--- src/rtl/sm4_pkg.sv ---
// Shared constants and types for the SM4 key expansion slice.
package sm4_pkg;

   // Default number of round keys produced by one SM4 key expansion.
   localparam int SM4_ROUNDS = 32;

   // System parameter FK, XORed into the master key words before round 0.
   localparam logic [31:0] FK0 = 32'hA3B1BAC6;
   localparam logic [31:0] FK1 = 32'h56AA3350;
   localparam logic [31:0] FK2 = 32'h677D9197;
   localparam logic [31:0] FK3 = 32'hB27022DC;

   // Round constants CK[i]: byte j of entry i is (4i+j)*7 mod 256.
   localparam logic [31:0] CK_TBL [SM4_ROUNDS] = '{
      32'h00070E15, 32'h1C232A31, 32'h383F464D, 32'h545B6269,
      32'h70777E85, 32'h8C939AA1, 32'hA8AFB6BD, 32'hC4CBD2D9,
      32'hE0E7EEF5, 32'hFC030A11, 32'h181F262D, 32'h343B4249,
      32'h50575E65, 32'h6C737A81, 32'h888F969D, 32'hA4ABB2B9,
      32'hC0C7CED5, 32'hDCE3EAF1, 32'hF8FF060D, 32'h141B2229,
      32'h30373E45, 32'h4C535A61, 32'h686F767D, 32'h848B9299,
      32'hA0A7AEB5, 32'hBCC3CAD1, 32'hD8DFE6ED, 32'hF4FB0209,
      32'h10171E25, 32'h2C333A41, 32'h484F565D, 32'h646B7279
   };

   // Scheduler states: waiting for a key, generating keys, keys ready.
   typedef enum logic [1:0] {
      IDLE   = 2'd0,
      EXPAND = 2'd1,
      DONE   = 2'd2
   } sched_state_t;

endpackage

--- src/rtl/sbox_32b.sv ---
// Four parallel SM4 S-box lookups, one per byte of a 32-bit word.
module sbox_32b (
   input  logic [31:0] din,
   output logic [31:0] dout
);

   // S-box table, entry 0 in the most significant byte.
   localparam logic [2047:0] SBOX_TBL = {
      128'hd690e9fecce13db716b614c228fb2c05,
      128'h2b679a762abe04c3aa44132649860699,
      128'h9c4250f491ef987a33540b43edcfac62,
      128'he4b31ca9c908e89580df94fa758f3fa6,
      128'h4707a7fcf37317ba83593c19e6854fa8,
      128'h686b81b27164da8bf8eb0f4b70569d35,
      128'h1e240e5e6358d1a225227c3b01217887,
      128'hd40046579fd327524c3602e7a0c4c89e,
      128'heabf8ad240c738b5a3f7f2cef96115a1,
      128'he0ae5da49b341a55ad933230f58cb1e3,
      128'h1df6e22e8266ca60c02923ab0d534e6f,
      128'hd5db3745defd8e2f03ff6a726d6c5b51,
      128'h8d1baf92bbddbc7f11d95c411f105ad8,
      128'h0ac13188a5cd7bbd2d74d012b8e5b4b0,
      128'h8969974a0c96777e65b9f109c56ec684,
      128'h18f07dec3adc4d2079ee5f3ed7cb3948
   };

   function automatic logic [7:0] sub_byte(input logic [7:0] b);
      logic [10:0] bit_pos;
      bit_pos  = 11'd2047 - {b, 3'b000};
      sub_byte = SBOX_TBL[bit_pos -: 8];
   endfunction

   // Substitute every byte independently.
   always_comb begin
      dout = {sub_byte(din[31:24]), sub_byte(din[23:16]),
              sub_byte(din[15:8]),  sub_byte(din[7:0])};
   end

endmodule

--- src/rtl/sm4_key_round.sv ---
// One combinational SM4 key-expansion round: rk = K0 ^ T'(K1^K2^K3^CK).
module sm4_key_round (
   input  logic [31:0] k0,
   input  logic [31:0] k1,
   input  logic [31:0] k2,
   input  logic [31:0] k3,
   input  logic [31:0] ck,
   output logic [31:0] rk
);

   logic [31:0] mix;
   logic [31:0] sub;

   // Fold the three newest key words with the round constant.
   always_comb begin
      mix = k1 ^ k2 ^ k3 ^ ck;
   end

   sbox_32b u_sbox (
      .din  (mix),
      .dout (sub)
   );

   // Key-schedule linear layer L'(b) = b ^ (b<<<13) ^ (b<<<23), then XOR K0.
   always_comb begin
      rk = k0 ^ sub ^ {sub[18:0], sub[31:19]} ^ {sub[8:0], sub[31:9]};
   end

endmodule

--- src/rtl/sm4_key_sched.sv ---
// Restartable SM4 key scheduler: accepts a master key, generates one round
// key per cycle into a register file, and serves them via a registered read port.
module sm4_key_sched
   import sm4_pkg::*;
#(
   parameter int ROUNDS = SM4_ROUNDS,
   parameter int AW     = $clog2(ROUNDS)
) (
   input  logic           CLK_i,
   input  logic           RST_i,
   input  logic [127:0]   MK_i,
   input  logic           MK_VALID_i,
   output logic           MK_READY_o,
   output logic           BUSY_o,
   output logic           KEYS_VALID_o,
   input  logic [AW-1:0]  RK_RADDR_i,
   output logic [31:0]    RK_RDATA_o
);

   sched_state_t state_q;
   sched_state_t state_d;

   logic [AW-1:0] cnt_q;
   logic [31:0]   k0_q;
   logic [31:0]   k1_q;
   logic [31:0]   k2_q;
   logic [31:0]   k3_q;
   logic [31:0]   ck_cur;
   logic [31:0]   rk_new;
   logic [31:0]   rd_q;
   logic [31:0]   rf [ROUNDS];
   logic          accept;
   logic          expanding;
   logic          last_round;

   // Round constant for the key currently being generated.
   always_comb begin
      ck_cur = CK_TBL[cnt_q];
   end

   sm4_key_round u_round (
      .k0 (k0_q),
      .k1 (k1_q),
      .k2 (k2_q),
      .k3 (k3_q),
      .ck (ck_cur),
      .rk (rk_new)
   );

   // Handshake and status levels derived from the current state only.
   always_comb begin
      MK_READY_o   = 1'b1;
      BUSY_o       = 1'b0;
      KEYS_VALID_o = 1'b0;
      unique case (state_q)
         EXPAND: begin
            MK_READY_o = 1'b0;
            BUSY_o     = 1'b1;
         end
         DONE:    KEYS_VALID_o = 1'b1;
         default: ;
      endcase
   end

   // Accept and final-round qualifiers shared by the FSM and datapath.
   always_comb begin
      accept     = MK_VALID_i && MK_READY_o;
      expanding  = (state_q == EXPAND);
      last_round = expanding && (cnt_q == AW'(ROUNDS - 1));
   end

   // Next state: a key in IDLE or DONE starts expansion; the last round finishes it.
   always_comb begin
      state_d = state_q;
      unique case (state_q)
         IDLE:    if (accept) state_d = EXPAND;
         EXPAND:  if (last_round) state_d = DONE;
         DONE:    if (accept) state_d = EXPAND;
         default: state_d = IDLE;
      endcase
   end

   // State register.
   always_ff @(posedge CLK_i or posedge RST_i) begin
      if (RST_i) state_q <= IDLE;
      else       state_q <= state_d;
   end

   // Load the whitened master key on accept, then shift in each new round key.
   always_ff @(posedge CLK_i or posedge RST_i) begin
      if (RST_i) begin
         cnt_q <= '0;
         k0_q  <= '0;
         k1_q  <= '0;
         k2_q  <= '0;
         k3_q  <= '0;
      end else if (accept) begin
         cnt_q <= '0;
         k0_q  <= MK_i[127:96] ^ FK0;
         k1_q  <= MK_i[95:64]  ^ FK1;
         k2_q  <= MK_i[63:32]  ^ FK2;
         k3_q  <= MK_i[31:0]   ^ FK3;
      end else if (expanding) begin
         cnt_q <= cnt_q + AW'(1);
         k0_q  <= k1_q;
         k1_q  <= k2_q;
         k2_q  <= k3_q;
         k3_q  <= rk_new;
      end
   end

   // Round-key storage; contents are only meaningful once KEYS_VALID_o is high.
   always_ff @(posedge CLK_i) begin
      if (expanding) rf[cnt_q] <= rk_new;
   end

   // Registered read port; a same-edge write to the read index returns the old key.
   always_ff @(posedge CLK_i or posedge RST_i) begin
      if (RST_i) rd_q <= '0;
      else       rd_q <= rf[RK_RADDR_i];
   end

   assign RK_RDATA_o = rd_q;

endmodule
--- config.mk ---
export PLATFORM = sky130hd
export DESIGN_NAME = sm4_key_sched
export DESIGN_NICKNAME = d
export VERILOG_FILES = /design/src/rtl/sm4_pkg.sv /design/src/rtl/sbox_32b.sv /design/src/rtl/sm4_key_round.sv /design/src/rtl/sm4_key_sched.sv
export SDC_FILE = /design/constraint.sdc
export NUM_CORES = 2
export LEC_CHECK = 0
export BUFFER_PORTS_ARGS = -buffer_cell sky130_fd_sc_hd__buf_2
export CELL_PAD_IN_SITES_DETAIL_PLACEMENT = 1
export CELL_PAD_IN_SITES_GLOBAL_PLACEMENT = 2
export CORE_MARGIN = 2
export CORE_UTILIZATION = 49
export DETAILED_ROUTE_END_ITERATION = 10
export HOLD_SLACK_MARGIN = 0.05
export PLACE_DENSITY_LB_ADDON = 0.1
export REMOVE_ABC_BUFFERS = 1
export SLEW_MARGIN = 30
export SYNTH_ARGS = -nofsm -noshare
export SYNTH_HDL_FRONTEND = slang
export SYNTH_SLANG_ARGS = --single-unit
--- constraint.sdc ---
create_clock -name CLK_i -period 9.1 [get_ports CLK_i]
set_input_delay 1.82 -clock CLK_i [delete_from_list [all_inputs] [get_ports CLK_i]]
set_output_delay 1.82 -clock CLK_i [all_outputs]
set_load 0.02 [all_outputs]
== Yosys cells after proc, flatten, opt, wreduce, memory -nomap -nowiden ==
Memory sizes are Yosys's and may differ from the RTL's. A register that Yosys moved wholly into a read port is not among the register bits.
Cells that the tools add are included.
Word-level totals
  flip-flop bits (word level): 135
  memory bits (writable): 1024
  memory bits (read-only): 1024
  output and inout bits: 35
  word-level logic and storage cells: 59
  memories kept: 2
Memories
  (name not given): depth 32, bits a word 32, read ports 1, clocked after Yosys merged registers in 0, write ports 0, line sm4_key_sched.sv:38  | ck_cur = CK_TBL[cnt_q];
  rf: depth 32, bits a word 32, read ports 1, clocked after Yosys merged registers in 1, write ports 1, line sm4_key_sched.sv:31  | logic [31:0] rf [ROUNDS];
Operators by class
  add/sub/neg operators: 5
  order comparisons: 1
  equal/unequal tests: 5
  shifts and indexed selects: 4
  muxes and demuxes: 19
  bitwise operators: 11
  reductions and logical operators: 6
Operators with widths (count)
  $shiftx A2055 B12 Y8 const A: 4
  $mux W32: 10
  $xor A32 B32 Y32: 6
  $sub A11 B11 Y11 const A: 4
  $not A14 Y14: 2
  $not A19 Y19: 1
  $not A17 Y17: 1
  $mux W5: 2
  $ge A6 B6 Y1 const B: 1
  $not A5 Y6: 1
  $add A5 B1 Y5 const B: 1
  $eq A5 B5 Y1 const B: 1
  $mux W1: 4
  $mux W2: 2
  $ne A2 B1 Y1 const B: 2
  $pmux W2 S2: 1
  $eq A2 B1 Y1 const B: 1
  $eq A2 B2 Y1 const B: 1
  $logic_and A1 B1 Y1: 2
  $logic_not A2 Y1: 1
  $reduce_and A2 Y1: 1
  $reduce_bool A2 Y1: 1
  $reduce_or A2 Y1: 1

== Logic depth before layout (Yosys ltp) ==
  depth in word-level cells: 12
  mapped depth: 18
  mapped depth without buffers: 15

== By module ==
From an unflattened synthesis, not the netlist that was laid out.
Second synthesis, totals
  cell total of the unflattened synthesis: 5273
  area, all modules: 61701.7 sq um
Modules (own cells, without submodules)
  sm4_key_sched: times used 1, cells each 3002, area an instance 47200.3 sq um, seq. area each 34928.5 sq um
  sbox_32b: times used 1, cells each 2079, area an instance 12819.8 sq um, seq. area each 0.0 sq um
  sm4_key_round: times used 1, cells each 192, area an instance 1681.6 sq um, seq. area each 0.0 sq um

== Worst setup path before layout ==
No wires, ideal clock.
  path kind: register -> register
  from: register k3_q[25]
  to: memory rf[0][26] (data pin)
  data arrival time: 4.477 ns
  data required time: 8.706 ns
  path slack: 4.229 ns
  cell stages (with the launch flop): 16
  buffers on the path: 5
  cells stage by stage: dfrtp_1 -> xnor2_1 -> xnor2_1 -> clkbuf_1 -> clkbuf_1 -> ha_1 -> clkbuf_1 -> clkbuf_1 -> clkbuf_1 -> nand2_1 -> a221o_1 -> o211ai_1 -> o211a_1 -> xor2_1 -> xnor2_1 -> xnor2_1
Between the ends
  word-level cells in the longest chain between the ends: 7
Ends and longest elaborated chain
  start, declared: line sm4_key_sched.sv:27  | logic [31:0] k3_q;
  start signal, assigned: line sm4_key_sched.sv:102  | k3_q <= MK_i[31:0] ^ FK3;
  start signal, assigned: line sm4_key_sched.sv:108  | k3_q <= rk_new;
  $xor A32 B32 Y32 (2 in a row): line sm4_key_round.sv:16  | mix = k1 ^ k2 ^ k3 ^ ck;
  $sub A11 B11 Y11: line sbox_32b.sv:29  | bit_pos = 11'd2047 - {b, 3'b000};
  $shiftx A2055 B12 Y8: line sbox_32b.sv:30  | sub_byte = SBOX_TBL[bit_pos -: 8];
  $xor A32 B32 Y32 (3 in a row): line sm4_key_round.sv:26  | rk = k0 ^ sub ^ {sub[18:0], sub[31:19]} ^ {sub[8:0], sub[31:9]};
  named net rk_new[26]: line sm4_key_sched.sv:29  | logic [31:0] rk_new;
  end, declared: line sm4_key_sched.sv:31
The timed path passes the listed nets, and every way through them passes these cells.

== Final worst setup path ==
  from: register cnt_q[1]
  to: memory rf[3][15] (data pin)
Between the ends
  word-level cells in the longest chain between the ends: 10
  elaborated cells on any way between the ends: 14
  classes of those cells: add/sub: 3; shift: 3; mux: 2; bitwise: 5; memory: 1
Ends and longest elaborated chain
  start, declared: line sm4_key_sched.sv:23  | logic [AW-1:0] cnt_q;
  start signal, assigned: line sm4_key_sched.sv:104  | cnt_q <= cnt_q + AW'(1);
  $not A5 Y6 (not written as such) *: line sm4_key_sched.sv:38
  $mem_v2 Z32 W32 *
  $mux W32 (not written as such) * (2 in a row): line sm4_key_sched.sv:38
  $xor A32 B32 Y32 *: line sm4_key_round.sv:16
  $sub A11 B11 Y11: line sbox_32b.sv:29
  $shiftx A2055 B12 Y8: line sbox_32b.sv:30
  $xor A32 B32 Y32 (2 in a row): line sm4_key_round.sv:26
  $xor A32 B32 Y32 *: line sm4_key_round.sv:26
  named net rk_new[15]: line sm4_key_sched.sv:29
Mark *: on every way through the listed nets, which the timed path passes. The rest lies on a longest branch. The select of a mux whose other input is x is not followed.

==> out/results.txt <==
CTS sink count -> 1,191
Core area -> 124,000 µm²
Global placement routability congestion -> 0.982
Detailed Place HPWL -> 141 mm
CTS tree -> built
Post-route setup TNS -> 0 ns
Layout cell share with drive strength beyond 1 -> 21.6%
Distinct cell type count after synthesis -> 103
Yosys warnings -> 0
CP arrival -> 7.03 ns
Vias in the first global route -> 44.7k
Worst min-delay path category -> reg -> reg
Pin count of the biggest net entering global routing -> 131
Required time worst endpoint -> 9.54 ns
Synth Instances -> 4,572
Primary FF master, synth -> edfxtp_1
Synth Register Bits -> 1,191
Vias post-DR -> 44.4k
F_max -> 152 MHz
Worst-Skew Late Latency -> 0.78 ns
Hold Worst Slack -> 0.522 ns
Clk slew on worst S/H paths -> 0.06 ns
Fin util -> 55.2%
Gr usage total -> 35.6%
Synth area leaders -> edfxtp_1, mux4_2, dfrtp_1, o21ai_0, nand2_1
First-pass GRT wire length -> 328 mm
CTS Buf Count -> 118
Drt total wl -> 228 mm
Die area -> 128,000 µm²
Initial Utilization -> 49.5%
Hold buffers post-CTS -> 0
Mapped cell area -> 61,300 µm²
Top-area cell type share of the netlist area -> 50.1%
Initial antenna violation count -> 7
Total congestion overflow -> 0
# DRC -> 0
Pre-antenna DRT Iters -> 6
Startpoint Class -> register
Final setup viols -> 0
Status -> completed
Max Cap Viol -> 0
DR vias/cell -> 6.97
Slew at the pin with the worst max-slew slack -> 1.01 ns
Avg WL per Cell -> 35.9 µm
Slew headroom -> 32.1%
Pins over their slew limit -> 0
Post-synthesis sequential area ratio -> 57.0%
Post-synth EDFFs -> 1,024
Nets -> 4,825
Antenna violation net count after detailed routing -> 0
Starting DRC count in detailed routing -> 6,250
CTS root buf -> clkbuf_16
Tmin final -> 6.59 ns
P&R area growth vs syn -> 11.6%
Clock skew -> 0.0783 ns
DIE WIDTH -> 358 µm
Row cnt -> 129
Die height -> 358 µm
IO buf count -> 170
# Post-CTS Setup Buffers -> 0
Clock buffer depth -> 3
Post-Layout Cell Count -> 6,366
Post-CTS sizing -> 0
Final hold vios -> 0
Post-synth ARST share -> 14.0%
Dpl cells -> 6,138
Critical path class -> reg -> reg
Fin crit share -> 72.4%
Depth of the CTS H-tree -> 3
Synth area leader -> edfxtp_1
Unrepaired setup endpoints after global routing -> false
Io pins -> 171
Avg Inst Size Synth -> 13.4 µm²
Worst Path Max Fanout -> 32
Setup crit end kind -> register
==> flip-flops by register name, indices dropped and copies added (netlist names) <==
| register | flops |
|---|---|
| rf | 1024 |
| RK_RDATA_o | 32 |
| k0_q | 32 |
| k1_q | 32 |
| k2_q | 32 |
| k3_q | 32 |
| cnt_q | 5 |
| state_q | 2 |
==> cells in the mapped netlist, types with 16 or more instances <==
| cell type | n |
|---|---|
| buf_2 | 120 |
| xnor2_2 | 16 |
| nor3_1 | 77 |
| a31oi_1 | 55 |
| o211ai_1 | 55 |
| dfrtp_1 | 167 |
| a221oi_1 | 37 |
| a32oi_1 | 18 |
| o31ai_1 | 20 |
| buf_4 | 17 |
| clkbuf_1 | 202 |
| inv_1 | 28 |
| xor2_1 | 48 |
| nand4_1 | 18 |
| edfxtp_1 | 1024 |
| a21o_1 | 40 |
| nand2_1 | 433 |
| nor2_1 | 280 |
| mux2_2 | 35 |
| nand2b_1 | 25 |
| buf_1 | 48 |
| ha_1 | 65 |
| o221ai_1 | 33 |
| o22ai_1 | 19 |
| a311oi_1 | 29 |
| a211oi_1 | 74 |
| a21oi_1 | 211 |
| and2_1 | 17 |
| o311ai_0 | 52 |
| o21ai_0 | 326 |
| a2111oi_0 | 16 |
| xnor2_1 | 107 |
| or3_1 | 19 |
| nand3_1 | 95 |
| mux4_2 | 334 |
| mux2i_1 | 104 |
| and3_1 | 17 |
==> worst max-delay path, cell delays in order (launching register included) <==
cell and delay, ns:
dfrtp_1 0.75, inv_1 0.29, ha_1 0.53, a21oi_1 0.30, mux2i_1 0.40, nand4_1 0.60
nand2_1 0.85, a31oi_1 0.21, a221oi_2 0.68, xor2_1 0.52, xnor3_1 0.43, inv_1 0.68
==> stage by stage <==
stage          area, µm²  setup slack [ns]
2_1_floorplan      59600             0.351
3_3_place_gp       64400              2.76
3_5_place_dp       64400              2.58
4_1_cts            68300              2.59
5_1_grt            68400              2.09
6_report           68400              2.51
==> placed cells by master (no fill, tap or decap), drive strengths merged, types with 47 or more instances in the layout <==
master  synthesis  layout
nor3           79      79
clkinv          5      47
xnor2         124     124
xor2           53      53
mux2i         105     105
o21ai         338     338
a211oi         77      77
a21oi         212     212
clkbuf        202     165
ha             65      65
edfxtp       1024    1024
nand2         436     436
o211ai         56      56
buf           192     325
o311ai         56      56
mux4          334     334
dfrtp         167     167
a31oi          56      56
nand3          95      95
nor2          281     281
==> path summary, 6_finish.rpt <==
check                         start         to  slack [ns]  cells after the start
setup / recovery           cnt_q[1]  rf[3][15]        2.51                     11
hold / removal             k1_q[30]   k0_q[30]        0.52                      2
setup reg to reg           cnt_q[1]  rf[3][15]        2.51                     11
hold reg to reg            k1_q[30]   k0_q[30]        0.52                      2
max in group asynchronous     RST_i   k1_q[24]        6.78                      3
min in group asynchronous     RST_i    k2_q[9]        1.15                      2
==> layer usage <==
metal	vias up	track usage (%)	wire, µm
met5	-	0	17
met4	4	13.8	9520
met3	452	6.26	21100
met2	2772	57.5	109000
met1	22938	48.2	88300
li1	18212	-	-
==> cell type report <==
| type | instances | area [µm²] |
|---|---|---|
| repair buffers | 326 | 2160 |
| multi-input cells | 2950 | 25200 |
| flip-flops and latches | 1191 | 34900 |
| well taps | 1637 | 2050 |
| clock inverters | 60 | 697 |
| diodes | 1 | 2.50 |
| clock buffers | 164 | 3230 |
| fillers | 12042 | 55500 |
| inverters | 37 | 156 |
==> kinds of logic (layout without fill, tap and decap cells) <==
kind of cell             count (synthesis)  after routing  synth area share, %
buffers and inverters                  431            587                 3.08
flip-flops                            1191           1191                 57.0
AND/OR/NAND/NOR                       1032           1032                 7.36
AO/OA/AOI/OAI                         1181           1181                 13.0
other                                    0              1                    0
multiplexers                           474            474                 14.6
adder cells (fa/ha/maj)                 66             66                 1.34
XOR/XNOR                               197            197                 3.58
Power is not shown: default switching activity piles up to over one toggle a cycle in this logic, so the estimate is an artifact.
